File: src/rtl/ofmap_pack_fifo.sv
// Byte-to-word packing FIFO: gathers 8-bit PE results into little-endian 32-bit
// words (with byte strobes) and buffers up to DEPTH words for GLB write-back.
module ofmap_pack_fifo #(
  parameter int DEPTH = 4
) (
  input  logic        clk,
  input  logic        rst_n,
  input  logic        push_en,
  input  logic [7:0]  push_data,
  input  logic        flush,
  output logic        full,
  output logic [1:0]  pend_bytes,
  input  logic        pop_en,
  output logic [31:0] pop_data,
  output logic [3:0]  pop_strb,
  output logic        empty
);

  localparam int AW = $clog2(DEPTH);
  localparam logic [AW:0]   CNT_ONE = (AW+1)'(1);
  localparam logic [AW:0]   CNT_MAX = (AW+1)'(DEPTH);
  localparam logic [AW-1:0] PTR_ONE = AW'(1);

  logic [23:0]   pack_r;
  logic [1:0]    byte_idx_r;
  logic [31:0]   mem_r [0:DEPTH-1];
  logic [3:0]    strb_mem_r [0:DEPTH-1];
  logic [AW-1:0] wr_ptr_r;
  logic [AW-1:0] rd_ptr_r;
  logic [AW:0]   count_r;
  logic [31:0]   pop_data_r;
  logic [3:0]    pop_strb_r;

  logic        full_s;
  logic        empty_s;
  logic        push_ok_s;
  logic        flush_ok_s;
  logic        pop_ok_s;
  logic        commit_s;
  logic [2:0]  n_s;
  logic [31:0] lanes_s;
  logic [31:0] word_s;
  logic [3:0]  wstrb_s;

  assign full_s     = (count_r == CNT_MAX);
  assign empty_s    = (count_r == {(AW+1){1'b0}});
  assign push_ok_s  = push_en && !full_s;
  assign flush_ok_s = flush && !full_s;
  assign pop_ok_s   = pop_en && !empty_s;
  assign n_s        = {1'b0, byte_idx_r} + {2'b00, push_ok_s};
  assign commit_s   = (push_ok_s && (byte_idx_r == 2'd3)) ||
                      (flush_ok_s && (n_s != 3'd0));
  assign lanes_s    = {8'h00, pack_r};

  assign full       = full_s;
  assign empty      = empty_s;
  assign pend_bytes = byte_idx_r;
  assign pop_data   = pop_data_r;
  assign pop_strb   = pop_strb_r;

  // Build the word to commit: held lanes, then the same-cycle byte, then zero fill.
  always_comb begin
    word_s  = 32'h0000_0000;
    wstrb_s = 4'b0000;
    for (int i = 0; i < 4; i++) begin
      if (i < int'(byte_idx_r)) begin
        word_s[8*i +: 8] = lanes_s[8*i +: 8];
      end else if ((i == int'(byte_idx_r)) && push_ok_s) begin
        word_s[8*i +: 8] = push_data;
      end else begin
        word_s[8*i +: 8] = 8'h00;
      end
      wstrb_s[i] = (i < int'(n_s));
    end
  end

  // Pack register and lane index.
  always_ff @(posedge clk or negedge rst_n) begin
    if (!rst_n) begin
      pack_r     <= 24'h000000;
      byte_idx_r <= 2'd0;
    end else if (commit_s) begin
      byte_idx_r <= 2'd0;
    end else if (push_ok_s) begin
      byte_idx_r <= byte_idx_r + 2'd1;
      case (byte_idx_r)
        2'd0:    pack_r[7:0]   <= push_data;
        2'd1:    pack_r[15:8]  <= push_data;
        2'd2:    pack_r[23:16] <= push_data;
        default: pack_r        <= pack_r;
      endcase
    end
  end

  // Word storage; contents are don't-care until written, so no reset.
  always_ff @(posedge clk) begin
    if (commit_s) begin
      mem_r[wr_ptr_r]      <= word_s;
      strb_mem_r[wr_ptr_r] <= wstrb_s;
    end
  end

  // Pointers, occupancy and the registered pop port.
  always_ff @(posedge clk or negedge rst_n) begin
    if (!rst_n) begin
      wr_ptr_r   <= {AW{1'b0}};
      rd_ptr_r   <= {AW{1'b0}};
      count_r    <= {(AW+1){1'b0}};
      pop_data_r <= 32'h0000_0000;
      pop_strb_r <= 4'b0000;
    end else begin
      if (commit_s) begin
        wr_ptr_r <= wr_ptr_r + PTR_ONE;
      end
      if (pop_ok_s) begin
        rd_ptr_r   <= rd_ptr_r + PTR_ONE;
        pop_data_r <= mem_r[rd_ptr_r];
        pop_strb_r <= strb_mem_r[rd_ptr_r];
      end
      case ({commit_s, pop_ok_s})
        2'b10:   count_r <= count_r + CNT_ONE;
        2'b01:   count_r <= count_r - CNT_ONE;
        default: count_r <= count_r;
      endcase
    end
  end

endmodule

File: config.mk
export PLATFORM = sky130hd
export DESIGN_NAME = ofmap_pack_fifo
export DESIGN_NICKNAME = d
export VERILOG_FILES = /design/src/rtl/ofmap_pack_fifo.sv
export SDC_FILE = /design/constraint.sdc
export NUM_CORES = 1
export LEC_CHECK = 0
export CAP_MARGIN = 30
export CORE_UTILIZATION = 45
export CTS_BUF_LIST = sky130_fd_sc_hd__clkbuf_2 sky130_fd_sc_hd__clkbuf_4 sky130_fd_sc_hd__clkbuf_8
export DETAILED_ROUTE_END_ITERATION = 6
export GPL_TIMING_DRIVEN = 0
export HOLD_SLACK_MARGIN = 0.12
export PLACE_DENSITY = 0.76
export SETUP_SLACK_MARGIN = 0.15
export SLEW_MARGIN = 10
export SYNTH_ARGS = -nofsm -noshare
export SYNTH_HDL_FRONTEND = slang
export SYNTH_SLANG_ARGS = --single-unit
File: constraint.sdc
create_clock -name clk -period 3.1 [get_ports clk]
set_input_delay 0.62 -clock clk [delete_from_list [all_inputs] [get_ports clk]]
set_output_delay 0.62 -clock clk [all_outputs]
set_load 0.01 [all_outputs]
==> report_table.html <==
<table>
<tr><th>Metric</th><th>Value</th></tr>
<tr><th colspan="2">Hold path</th></tr>
<tr><td>Class of the tightest hold or removal check</td><td>flip-flop to flip-flop</td></tr>
<tr><td>Worst Hold Path Cells</td><td>1</td></tr>
<tr><td>Startpoint of the most critical hold path</td><td>pop_data[8]</td></tr>
<tr><th colspan="2">Power and ir drop</th></tr>
<tr><td>Power density over cell area</td><td>1024 mW/mm2</td></tr>
<tr><td>Peak ir drop on the vdd network</td><td>around 0.37 mV</td></tr>
<tr><td>Leakage Power</td><td>3.770 nW</td></tr>
<tr><td>Post-layout power</td><td>10.56 mW</td></tr>
<tr><th colspan="2">Placement</th></tr>
<tr><td>Post-DP HPWL</td><td>10,470 um</td></tr>
<tr><td>Number of port buffers</td><td>52</td></tr>
<tr><td>Global placer's final weighted congestion</td><td>0.7954</td></tr>
<tr><th colspan="2">Critical path</th></tr>
<tr><td>Worst r2r src</td><td>count_r[0]</td></tr>
<tr><td>Launching element of the worst setup path</td><td>count_r[0]</td></tr>
<tr><td>Worst-path cell chain</td><td>or3b_4 -&gt; and2_4 -&gt; clkbuf_16 -&gt; ha_4 -&gt; inv_4 -&gt; ha_4 -&gt; o31ai_4 -&gt; a21oi_4 -&gt; inv_2 -&gt; ha_4 -&gt; inv_2 -&gt; fa_2 -&gt; xor2_1 -&gt; nor2_1 -&gt; xor2_1</td></tr>
<tr><td>Largest delay share family, worst path</td><td>adder cells</td></tr>
<tr><td>Critical path type</td><td>flip-flop to flip-flop</td></tr>
<tr><td>Library cell contributing the largest single delay on the critical path</td><td>sky130_fd_sc_hd__or3b_4</td></tr>
<tr><td>Arrival time at the worst endpoint</td><td>about 3300 ps</td></tr>
<tr><td>Delay of the slowest cell on the worst path</td><td>410 ps</td></tr>
<tr><td>Library cell appearing most often on the critical path</td><td>sky130_fd_sc_hd__ha_4</td></tr>
<tr><td>Depth of the most critical reg-to-reg path</td><td>15</td></tr>
<tr><td>Launching element type of the critical path</td><td>flip-flop</td></tr>
<tr><td>Endpoint kind of the worst setup timing path</td><td>flip-flop</td></tr>
<tr><td>Number of stages on the worst setup path</td><td>15</td></tr>
<tr><td>CP bufs+invs</td><td>4</td></tr>
<tr><td>Required time of the critical path</td><td>between 3000 and 4000 ps</td></tr>
<tr><td>Maximum fanout count along the critical path</td><td>3</td></tr>
<tr><th colspan="2">Timing</th></tr>
<tr><td>Worst slew pin tran</td><td>807.2 ps</td></tr>
<tr><td>Relative max-transition margin</td><td>0.4599</td></tr>
<tr><td>Final setup violation count</td><td>0</td></tr>
<tr><td>Setup skew after layout</td><td>19.03 ps</td></tr>
<tr><td>Peak clock frequency supported by timing</td><td>344.2 MHz</td></tr>
<tr><td>Setup repair after global routing missed its margin</td><td>yes</td></tr>
<tr><td>Final critical-path required period</td><td>roughly 2900 ps</td></tr>
<tr><td>Fin crit share</td><td>0.9372</td></tr>
<tr><td>Hold Violations, Final</td><td>0</td></tr>
<tr><td>Final count of pins violating max slew</td><td>0</td></tr>
<tr><td>Hold_ws</td><td>between 500 and 600 ps</td></tr>
<tr><th colspan="2">Die</th></tr>
<tr><td>Area of the die</td><td>0.01927 mm2</td></tr>
<tr><td>Die outline height</td><td>138.8 um</td></tr>
<tr><td>Number of ports placed on the die boundary</td><td>53</td></tr>
<tr><td>Starting density of the core</td><td>0.4642</td></tr>
<tr><td>Width of the die</td><td>about 140 um</td></tr>
<tr><td>Core Box Area</td><td>~0.018 mm2</td></tr>
<tr><td>Row count</td><td>49</td></tr>
<tr><th colspan="2">Synth</th></tr>
<tr><td>Most frequent cells after synthesis</td><td>144 x sky130_fd_sc_hd__edfxtp_1, 69 x sky130_fd_sc_hd__dfrtp_1, 60 x sky130_fd_sc_hd__mux2_2</td></tr>
<tr><td>Distinct cells, synth</td><td>31</td></tr>
<tr><td>Post-Syn Instances</td><td>443</td></tr>
<tr><td>Most used standard cell by instance count after synthesis</td><td>sky130_fd_sc_hd__edfxtp_1</td></tr>
<tr><td>Total standard cell area after synthesis</td><td>0.008424 mm2</td></tr>
<tr><td>Ys async rst share</td><td>0.3239</td></tr>
<tr><td>Number of warnings issued by yosys</td><td>0</td></tr>
<tr><td>Synthesized area divided by synthesized cell count</td><td>19.02 um2</td></tr>
<tr><td>Sequential-to-total area share from yosys stat</td><td>0.7183</td></tr>
<tr><td>Leading cell types by total area after synthesis</td><td>sky130_fd_sc_hd__edfxtp_1 51%, sky130_fd_sc_hd__dfrtp_1 20%, sky130_fd_sc_hd__mux4_2 9.6%</td></tr>
<tr><td>Post-synth EDFFs</td><td>144</td></tr>
<tr><td>Synth Register Bits</td><td>about 210</td></tr>
<tr><td>Number of nets in the synthesized netlist</td><td>470</td></tr>
<tr><td>Most used DFF post-synth</td><td>sky130_fd_sc_hd__edfxtp_1</td></tr>
<tr><td>Top-area cell type share of the netlist area</td><td>0.5133</td></tr>
<tr><td>Post-synth top area cell</td><td>sky130_fd_sc_hd__edfxtp_1</td></tr>
<tr><th colspan="2">Detailed routing</th></tr>
<tr><td>Initial DRC Count</td><td>around 230</td></tr>
<tr><td>Per-cell via count in the routed design</td><td>5.421</td></tr>
<tr><td>DRT Pass-1 Iters</td><td>7</td></tr>
<tr><td>DRC Markers</td><td>1</td></tr>
<tr><td>Via Count</td><td>4,391</td></tr>
<tr><td>Overall routed net length</td><td>16,950 um</td></tr>
<tr><td>Wire per inst</td><td>20.92 um</td></tr>
<tr><td>Post-DRT Antenna Nets</td><td>0</td></tr>
<tr><th colspan="2">GRT</th></tr>
<tr><td>Overall Global Routing Usage</td><td>0.1855</td></tr>
<tr><td>First-pass GRT wire length</td><td>26,650 um</td></tr>
<tr><td>Antenna violations before repair</td><td>0</td></tr>
<tr><td>Leftover overflow at the end of global routing</td><td>0</td></tr>
<tr><td>Largest net degree at the start of global routing</td><td>54</td></tr>
<tr><td>Number of global-route vias before repair</td><td>4,774</td></tr>
<tr><th colspan="2">CTS</th></tr>
<tr><td>Clock net sink count</td><td>between 200 and 250</td></tr>
<tr><td>Clock tree from TritonCTS</td><td>built</td></tr>
<tr><td>Clock buffers created by TritonCTS</td><td>34</td></tr>
<tr><td>Deepest clock path buffer count</td><td>3</td></tr>
<tr><td>Worst skew pair latency</td><td>roughly 510 ps</td></tr>
<tr><td>H-tree depth</td><td>2</td></tr>
<tr><td>Clock Root Buffer</td><td>sky130_fd_sc_hd__clkbuf_8</td></tr>
<tr><td>Clock-pin slew reported for the worst setup and hold paths after clock tree synthesis</td><td>~60 ps</td></tr>
<tr><th colspan="2">Run</th></tr>
<tr><td>Max-cap violations</td><td>0</td></tr>
<tr><th colspan="2">Finish</th></tr>
<tr><td>Proportion of layout cells with a drive suffix above 1</td><td>0.3597</td></tr>
<tr><td>Layout overhead on the synthesized area</td><td>22.50%</td></tr>
<tr><td>Count of inserted antenna diode cells</td><td>0</td></tr>
<tr><td>Final #Nets</td><td>582</td></tr>
<tr><th colspan="2">Outcome</th></tr>
<tr><td>Failing checks</td><td>DRC</td></tr>
<tr><td>Status</td><td>finished, violations left</td></tr>
</table>
## kinds of logic after synthesis
family	after synthesis	synth area share
AND/OR/NAND/NOR	40	0.02674
XOR/XNOR	6	0.006238
AO/OA/AOI/OAI	33	0.02941
flip-flops	213	0.7183
adder cells (fa/ha/maj)	14	0.02168
multiplexers	96	0.1764
buffers and inverters	41	0.02124
## layer usage
layer  track usage  vias up  share of wire
met1        0.2395     2294           0.41
met3       0.04247       24          0.059
met4       0.06784        0          0.021
met5             0        -              0
met2        0.3094      133           0.51
li1              -     1940              -
## stage by stage
| stage | area, um2 | utilization | instances | setup TNS (ps) | setup slack (ps) |
|---|---|---|---|---|---|
| 3_3_place_gp | 9295 | 0.5122 | 724 | -161560 | -1103 |
| 6_report | 10320 | 0.5687 | 810 | 0 | 194.5 |
| 3_5_place_dp | 9405 | 0.5183 | 730 | -44740 | -446.5 |
| 2_1_floorplan | 8488 | - | 443 | 0 | 161.9 |
| 5_1_grt | 10320 | 0.5687 | 810 | 0 | 98.36 |
| 4_1_cts | 10260 | 0.5652 | 805 | 0 | 84.13 |
## worst reg2reg max path, cell delays in order (launching register included)
cell	delay (ps)
sky130_fd_sc_hd__dfrtp_1	380
sky130_fd_sc_hd__or3b_4	410
sky130_fd_sc_hd__and2_4	160
sky130_fd_sc_hd__clkbuf_16	140
sky130_fd_sc_hd__ha_4	170
sky130_fd_sc_hd__inv_4	60
sky130_fd_sc_hd__ha_4	200
sky130_fd_sc_hd__o31ai_4	210
sky130_fd_sc_hd__a21oi_4	100
sky130_fd_sc_hd__inv_2	70
sky130_fd_sc_hd__ha_4	130
sky130_fd_sc_hd__inv_2	40
sky130_fd_sc_hd__fa_2	330
sky130_fd_sc_hd__xor2_1	140
sky130_fd_sc_hd__nor2_1	120
sky130_fd_sc_hd__xor2_1	160
## placed cells by master (no fill, tap or decap), types with 3 or more instances in the layout
master	n
sky130_fd_sc_hd__clkinv_2	6
sky130_fd_sc_hd__inv_2	3
sky130_fd_sc_hd__clkbuf_4	10
sky130_fd_sc_hd__inv_1	17
sky130_fd_sc_hd__buf_2	9
sky130_fd_sc_hd__mux2_2	60
sky130_fd_sc_hd__and3_1	3
sky130_fd_sc_hd__nand3_1	8
sky130_fd_sc_hd__clkdlybuf4s50_1	51
sky130_fd_sc_hd__mux4_2	36
sky130_fd_sc_hd__ha_1	9
sky130_fd_sc_hd__ha_4	4
sky130_fd_sc_hd__buf_6	5
sky130_fd_sc_hd__nand2_1	8
sky130_fd_sc_hd__xnor2_1	4
sky130_fd_sc_hd__and2_4	5
sky130_fd_sc_hd__edfxtp_1	144
sky130_fd_sc_hd__buf_12	4
sky130_fd_sc_hd__and2_1	8
sky130_fd_sc_hd__clkbuf_8	42
sky130_fd_sc_hd__dfrtp_1	69
sky130_fd_sc_hd__clkbuf_1	8
sky130_fd_sc_hd__clkinv_1	3
sky130_fd_sc_hd__a22o_1	16
sky130_fd_sc_hd__o21ai_0	12
sky130_fd_sc_hd__buf_4	15
## final timing paths
| kind | endpoint | slack (ps) |
|---|---|---|
| max in group asynchronous | pop_data[31] | 1990 |
| worst max register to register | count_r[2] | 190 |
| worst max-delay path | count_r[2] | 190 |
| worst min-delay path | pop_data[8] | 500 |
| min in group asynchronous | pop_data[8] | 520 |
| worst min register to register | pop_data[8] | 500 |
## power breakdown
group | internal [mW] | switching, mW | total [mW]
registers | 4.14 | 0.346 | 4.49
clock network | 1.43 | 1.04 | 2.47
logic | 1.91 | 1.70 | 3.61
## state kept, by name (all words and copies together) (netlist names)
signal,flops
mem_r,128
pop_data,32
pack_r,24
strb_mem_r,16
pop_strb,4
count_r,3
pend_bytes,2
rd_ptr_r,2
wr_ptr_r,2
## what timing repair did
item,4_1_cts,5_1_grt
hold endpoints to repair,16,0
pin swaps,6,6
setup endpoints to repair,94,130
resized for setup,6,8
setup buffers,12,5
hold buffers,1,0
## cell type report
class / instances / area, um2
Buffer: 20 / 121.4
Clock buffer: 52 / 653.1
Clock inverter: 10 / 71.32
Fill cell: 1349 / 7828
Inverter: 21 / 81.33
Multi-Input combinational cell: 189 / 2276
Sequential cell: 213 / 6051
Tap cell: 229 / 286.5
Timing Repair Buffer: 76 / 779.5
No activity file was read; power rests on OpenSTA's default activity.
